**src/rtl/fg_period_sequencer.sv**
```systemverilog
// Period sequencer for the function-generator datapath: prescaled tick, period counter,
// shadowed configuration applied at period boundaries, and continuous/burst run control.
module fg_period_sequencer #(
    parameter int COUNTER_BITWIDTH   = 32,
    parameter int PRESCALER_BITWIDTH = 16,
    parameter int BURST_BITWIDTH     = 16
) (
    input  logic                          clk_i,
    input  logic                          rstn_i,
    input  logic                          start_i,
    input  logic                          stop_i,
    input  logic                          cfg_valid_i,
    output logic                          cfg_ready_o,
    input  logic [COUNTER_BITWIDTH-1:0]   cfg_period_i,
    input  logic [COUNTER_BITWIDTH-1:0]   cfg_on_time_i,
    input  logic [PRESCALER_BITWIDTH-1:0] cfg_prescaler_i,
    input  logic [BURST_BITWIDTH-1:0]     cfg_burst_i,
    output logic                          clk_en_o,
    output logic [COUNTER_BITWIDTH-1:0]   CR_o,
    output logic [COUNTER_BITWIDTH-1:0]   counter_o,
    output logic [COUNTER_BITWIDTH-1:0]   ON_counter_o,
    output logic                          busy_o,
    output logic                          period_done_o,
    output logic                          burst_done_o
);

    typedef enum logic [1:0] {
        IDLE     = 2'd0,
        RUN      = 2'd1,
        STOPPING = 2'd2
    } state_e;

    state_e                        state_q, state_d;
    logic [PRESCALER_BITWIDTH-1:0] presc_cnt_q, presc_cnt_d;
    logic [COUNTER_BITWIDTH-1:0]   cr_q, cr_d;
    logic [COUNTER_BITWIDTH-1:0]   period_q, period_d;
    logic [COUNTER_BITWIDTH-1:0]   on_q, on_d;
    logic [PRESCALER_BITWIDTH-1:0] prescaler_q, prescaler_d;
    logic [BURST_BITWIDTH-1:0]     burst_q, burst_d;
    logic [BURST_BITWIDTH-1:0]     burst_target_q, burst_target_d;
    logic [BURST_BITWIDTH-1:0]     burst_cnt_q, burst_cnt_d;
    logic [COUNTER_BITWIDTH-1:0]   sh_period_q, sh_period_d;
    logic [COUNTER_BITWIDTH-1:0]   sh_on_q, sh_on_d;
    logic [PRESCALER_BITWIDTH-1:0] sh_presc_q, sh_presc_d;
    logic [BURST_BITWIDTH-1:0]     sh_burst_q, sh_burst_d;
    logic                          pending_q, pending_d;

    logic                          tick;
    logic                          wrap;
    logic                          cfg_fire;
    logic                          apply_shadow;
    logic                          burst_last;
    logic [COUNTER_BITWIDTH-1:0]   on_clamped;

    assign tick         = (state_q != IDLE) && (presc_cnt_q == prescaler_q);
    assign wrap         = tick && (cr_q == period_q);
    assign cfg_fire     = cfg_valid_i && !pending_q;
    assign apply_shadow = pending_q && ((state_q == IDLE) || wrap);
    assign burst_last   = (burst_target_q != '0) &&
                          (burst_cnt_q == burst_target_q - BURST_BITWIDTH'(1));
    assign on_clamped   = (cfg_on_time_i > cfg_period_i) ? cfg_period_i : cfg_on_time_i;

    always_comb begin
        state_d        = state_q;
        presc_cnt_d    = presc_cnt_q;
        cr_d           = cr_q;
        period_d       = period_q;
        on_d           = on_q;
        prescaler_d    = prescaler_q;
        burst_d        = burst_q;
        burst_target_d = burst_target_q;
        burst_cnt_d    = burst_cnt_q;
        sh_period_d    = sh_period_q;
        sh_on_d        = sh_on_q;
        sh_presc_d     = sh_presc_q;
        sh_burst_d     = sh_burst_q;
        pending_d      = pending_q;

        // Capture and apply are exclusive: capture needs an empty shadow, apply needs a full one.
        if (cfg_fire) begin
            sh_period_d = cfg_period_i;
            sh_on_d     = on_clamped;
            sh_presc_d  = cfg_prescaler_i;
            sh_burst_d  = cfg_burst_i;
            pending_d   = 1'b1;
        end

        if (apply_shadow) begin
            period_d    = sh_period_q;
            on_d        = sh_on_q;
            prescaler_d = sh_presc_q;
            burst_d     = sh_burst_q;
            pending_d   = 1'b0;
        end

        if (state_q != IDLE) begin
            presc_cnt_d = tick ? '0 : presc_cnt_q + PRESCALER_BITWIDTH'(1);
            if (tick) begin
                cr_d = wrap ? '0 : cr_q + COUNTER_BITWIDTH'(1);
            end
            if (wrap && (burst_cnt_q != '1)) begin
                burst_cnt_d = burst_cnt_q + BURST_BITWIDTH'(1);
            end
        end

        unique case (state_q)
            IDLE: begin
                presc_cnt_d = '0;
                cr_d        = '0;
                if (start_i && !stop_i) begin
                    state_d        = RUN;
                    burst_cnt_d    = '0;
                    // A shadow applied on this same edge also supplies the burst length.
                    burst_target_d = apply_shadow ? sh_burst_q : burst_q;
                end
            end
            RUN: begin
                if (wrap) begin
                    if (stop_i || burst_last) begin
                        state_d = IDLE;
                    end
                end else if (stop_i) begin
                    state_d = STOPPING;
                end
            end
            STOPPING: begin
                if (wrap) begin
                    state_d = IDLE;
                end
            end
            default: begin
                state_d = IDLE;
            end
        endcase
    end

    always_ff @(posedge clk_i or negedge rstn_i) begin
        if (!rstn_i) begin
            state_q        <= IDLE;
            presc_cnt_q    <= '0;
            cr_q           <= '0;
            period_q       <= '0;
            on_q           <= '0;
            prescaler_q    <= '0;
            burst_q        <= '0;
            burst_target_q <= '0;
            burst_cnt_q    <= '0;
            sh_period_q    <= '0;
            sh_on_q        <= '0;
            sh_presc_q     <= '0;
            sh_burst_q     <= '0;
            pending_q      <= 1'b0;
        end else begin
            state_q        <= state_d;
            presc_cnt_q    <= presc_cnt_d;
            cr_q           <= cr_d;
            period_q       <= period_d;
            on_q           <= on_d;
            prescaler_q    <= prescaler_d;
            burst_q        <= burst_d;
            burst_target_q <= burst_target_d;
            burst_cnt_q    <= burst_cnt_d;
            sh_period_q    <= sh_period_d;
            sh_on_q        <= sh_on_d;
            sh_presc_q     <= sh_presc_d;
            sh_burst_q     <= sh_burst_d;
            pending_q      <= pending_d;
        end
    end

    assign cfg_ready_o   = !pending_q;
    assign clk_en_o      = tick;
    assign CR_o          = cr_q;
    assign counter_o     = period_q;
    assign ON_counter_o  = on_q;
    assign busy_o        = (state_q != IDLE);
    assign period_done_o = wrap;
    assign burst_done_o  = (state_q == RUN) && wrap && burst_last;

endmodule

```
**config.mk**
```make
export PLATFORM = sky130hd
export DESIGN_NAME = fg_period_sequencer
export DESIGN_NICKNAME = d
export VERILOG_FILES = /design/src/rtl/fg_period_sequencer.sv
export SDC_FILE = /design/constraint.sdc
export NUM_CORES = 1
export LEC_CHECK = 0
export CAP_MARGIN = 15
export CORE_AREA = 2 2 154 156
export DETAILED_ROUTE_END_ITERATION = 8
export DIE_AREA = 0 0 156 158
export PLACE_DENSITY = 0.85
export SYNTH_ARGS = -nofsm -noshare
export SYNTH_HDL_FRONTEND = slang
export SYNTH_SLANG_ARGS = --single-unit
```
**constraint.sdc**
```tcl
create_clock -name clk_i -period 7.92 [get_ports clk_i]
set_input_delay 1.98 -clock clk_i [delete_from_list [all_inputs] [get_ports clk_i]]
set_output_delay 1.98 -clock clk_i [all_outputs]
set_load 0.02 [all_outputs]
```
==> results.tsv <==
metric	value	unit
post-synth net total	1347	
Leak	7.28	nW
Setup-failing EPs final	0	
crit path max-delay cell type	clkdlybuf4s50_1	
Worst Path Required	5.94	ns
max incr delay on CP	0.63	ns
Final Util	71.8	%
via count	9954	
Worst-path clk slew	0.06	ns
GRT Util Overall	27.1	%
CTS tree	done	
Worst setup SP type	register	
Post-Synthesis Cells	1209	
syn_area_per_cell	11.1	µm²
post-route ant nets	0	
pin count of the biggest net entering global routing	182	
Design Power	5.85	mW
most frequent CP cell	or4_4	
leading post-synthesis cells by cell area	dfrtp_1 51%, mux2_2 7.9%, xnor2_1 4.4%	
gr ovfl total	0	
fin cells	1702	
DIE WIDTH	156	µm
first-pass GRT wire length	52400	µm
Post-synth ARST share	100	%
Post-synth EDFFs	0	
share of Yosys cell area claimed by the top area cell type	51.5	%
synthesis-to-finish area growth	23.9	%
number of fill cells	1604	
Warnings, synthesis	0	
clk sinks	275	
Port Buffers	201	
design area	0.0166	mm²
Data arrival, critical path	3.90	ns
#FFs+latches synth	275	
clock skew	0.0229	ns
initial core utilization	58.0	%
die area	0.0246	mm²
Slew Viols, Final	0	
clk_lat worst skew	0.56	ns
status	finished, final reports clean	
CP Buf/Inv Count	1	
R2R cell count	8	
# IOs	202	
crit path capture	burst_done_o	
max_slew headroom	27.6	%
H-tree depth	1	
Hold-fix buffers, CTS	0	
DR iter-0 viols	569	
number of cells after detailed placement	1649	
antenna violations before repair	0	
Post-CTS Resized	0	
number of global-route vias before repair	10000	
kind of critical path	reg -> out	
R2R Path Start	prescaler_q[14]	
CP max FO	10	
Min-Delay Path Class	reg -> reg	
Max Freq	170	MHz
RSZ-0062 raised after global routing	no	
number of max-cap violations	0	
routability congestion estimate	0.859	
total wire length	33400	µm
Hold Vio Cnt, Final	0	
Final min period	5.88	ns
total CTS buffers	30	
TritonRoute pass-1 iters	5	
layout cells sized above 1	12.1	%
Final Hold Slack	0.476	ns
Critical Path Stages	8	
Worst Tran Pin Value	1.09	ns
# DRC	0	
family with the most delay on the worst path	simple AND/OR/NAND/NOR gates	
setup TNS	0	ns
placed cell area	0.0156	mm²
Row Count	56	
pre-CTS WS	2.49	ns
Setup Fix Bufs, Post-CTS	0	
Clock Tree Buf Depth	3	
Yosys cell types	59	
worst vdd ir	0.274	mV
PwrDens	353	mW/mm²
r2r setup slk	4.57	ns
Seq/Total Area, Yosys	51.5	%
Top FF cell, synth	dfrtp_1	
setup slack after layout	2.04	ns
Worst Setup SP	burst_target_q[7]	
area leader, netlist	dfrtp_1	
crit share post-route	74.3	%
mean number of vias per cell	5.85	
core box area	0.0231	mm²
Die Height	158	µm
Mapped Area	0.0134	mm²
final net count	1529	
HPWL Detailed	23200	µm
routed len/inst	19.6	µm
Crit. End Element	output port	
CP cell instances	or4_4, or4_4, nor3_2, mux2_1, a211oi_1, nand4_1, nor3_1, clkdlybuf4s50_1	
diodes inserted	0	
Root Buffer Master	clkbuf_16	
capture point of the worst reg-to-reg path	burst_q[0]	
[where the power goes]
| part | switching [mW] | internal, mW | total [mW] |
|---|---|---|---|
| clock network | 0.578 | 0.806 | 1.38 |
| logic | 1.04 | 1.02 | 2.06 |
| registers | 0.455 | 1.95 | 2.41 |
| total | 2.07 | 3.78 | 5.85 |
[cells by family (layout without fill, tap and decap cells)]
logic type	after synthesis	in the layout	synth area share, %
AOI/OAI and AO/OA	157	157	6.62
xor gates and xnor gates	110	110	7.21
adders and majority gates	37	37	3.46
buffers and inverters	105	308	3.25
DFF	275	275	51.5
muxes	184	184	15.0
and+or+nand+nor	341	341	13.0
[tightest hold or removal path: stages, from the launching register on]
cell     delay, ns
dfrtp_1       0.34
nand2_1       0.05
o21ai_0       0.06
[final cells by class]
class / instances / area [µm²] / area share (%)
repair buffers: 208 / 2080 / 12.6
inverters: 47 / 176 / 1.07
multi-input cells: 829 / 6070 / 36.7
well taps: 290 / 363 / 2.19
clock inverters: 16 / 154 / 0.930
clock buffers: 37 / 828 / 5.00
flip-flops and latches: 275 / 6880 / 41.6
[per-layer routing]
metal	up-vias	track usage (%)	wire length, µm	part of all wire (%)
met5	-	0	0	0
met4	0	12.7	1610	4.8
met3	105	6.41	2520	7.5
met2	364	44.6	15700	47
met1	4888	34.0	13600	41
li1	4597	-	-	-
[placed cells by master, fill, tap and decap left out, types with 3 or more instances in the layout]
master           instances
nor2b_1                  3
and2_1                   5
clkinv_4                 3
and4_1                   6
clkbuf_1                 3
inv_1                   46
nand4_1                 32
clkinv_2                 6
mux2_1                  36
clkbuf_8                 3
nor2_1                  64
nor4_1                   9
nand3_1                 33
a21oi_1                 27
nand3b_1                 3
ha_1                    37
clkbuf_16               31
or3_1                   14
clkinvlp_4               5
mux2_2                  94
clkdlybuf4s50_1        200
mux2i_1                 54
and3_1                  20
buf_4                    6
xor2_1                  43
xnor2_1                 67
nor4_2                   6
o21ai_1                 26
nor3_1                  10
o21ai_0                 76
nand2_1                120
a31oi_1                  4
dfrtp_1                275
[synth_stat cells, types with 14 or more instances]
library cell	number
a21oi_1	27
nor2_1	64
ha_1	37
xor2_1	43
mux2i_1	54
clkbuf_1	33
nand2_1	122
nand4_1	32
dfrtp_1	275
mux2_2	94
or3_1	14
mux2_1	36
and3_1	20
nand3_1	33
o21ai_1	26
inv_1	46
xnor2_1	67
o21ai_0	76
[sequential cells by signal, indices dropped and copies added, names as in the netlist, 2 cells and up]
register and count:
burst_cnt_q 16, sh_period_q 32, presc_cnt_q 16, sh_on_q 32, burst_target_q 16, counter_o 32, sh_presc_q 16, burst_q 16
ON_counter_o 32, prescaler_q 16, state_q 2, sh_burst_q 16, CR_o 32
[worst min-delay path by stage]
stage               startpoint              end  slack [ns]  cells after the start
3_5_place_dp       sh_on_q[17]      sh_on_q[17]        0.46                      2
2_1_floorplan      sh_on_q[10]      sh_on_q[10]        0.44                      2
5_1_grt             burst_q[7]       burst_q[7]        0.50                      1
3_3_place_gp       sh_on_q[31]      sh_on_q[31]        0.46                      2
4_1_cts        sh_period_q[22]  sh_period_q[22]        0.48                      2
6_report       sh_period_q[22]  sh_period_q[22]        0.48                      2
No activity file was read; power rests on OpenSTA's default activity.
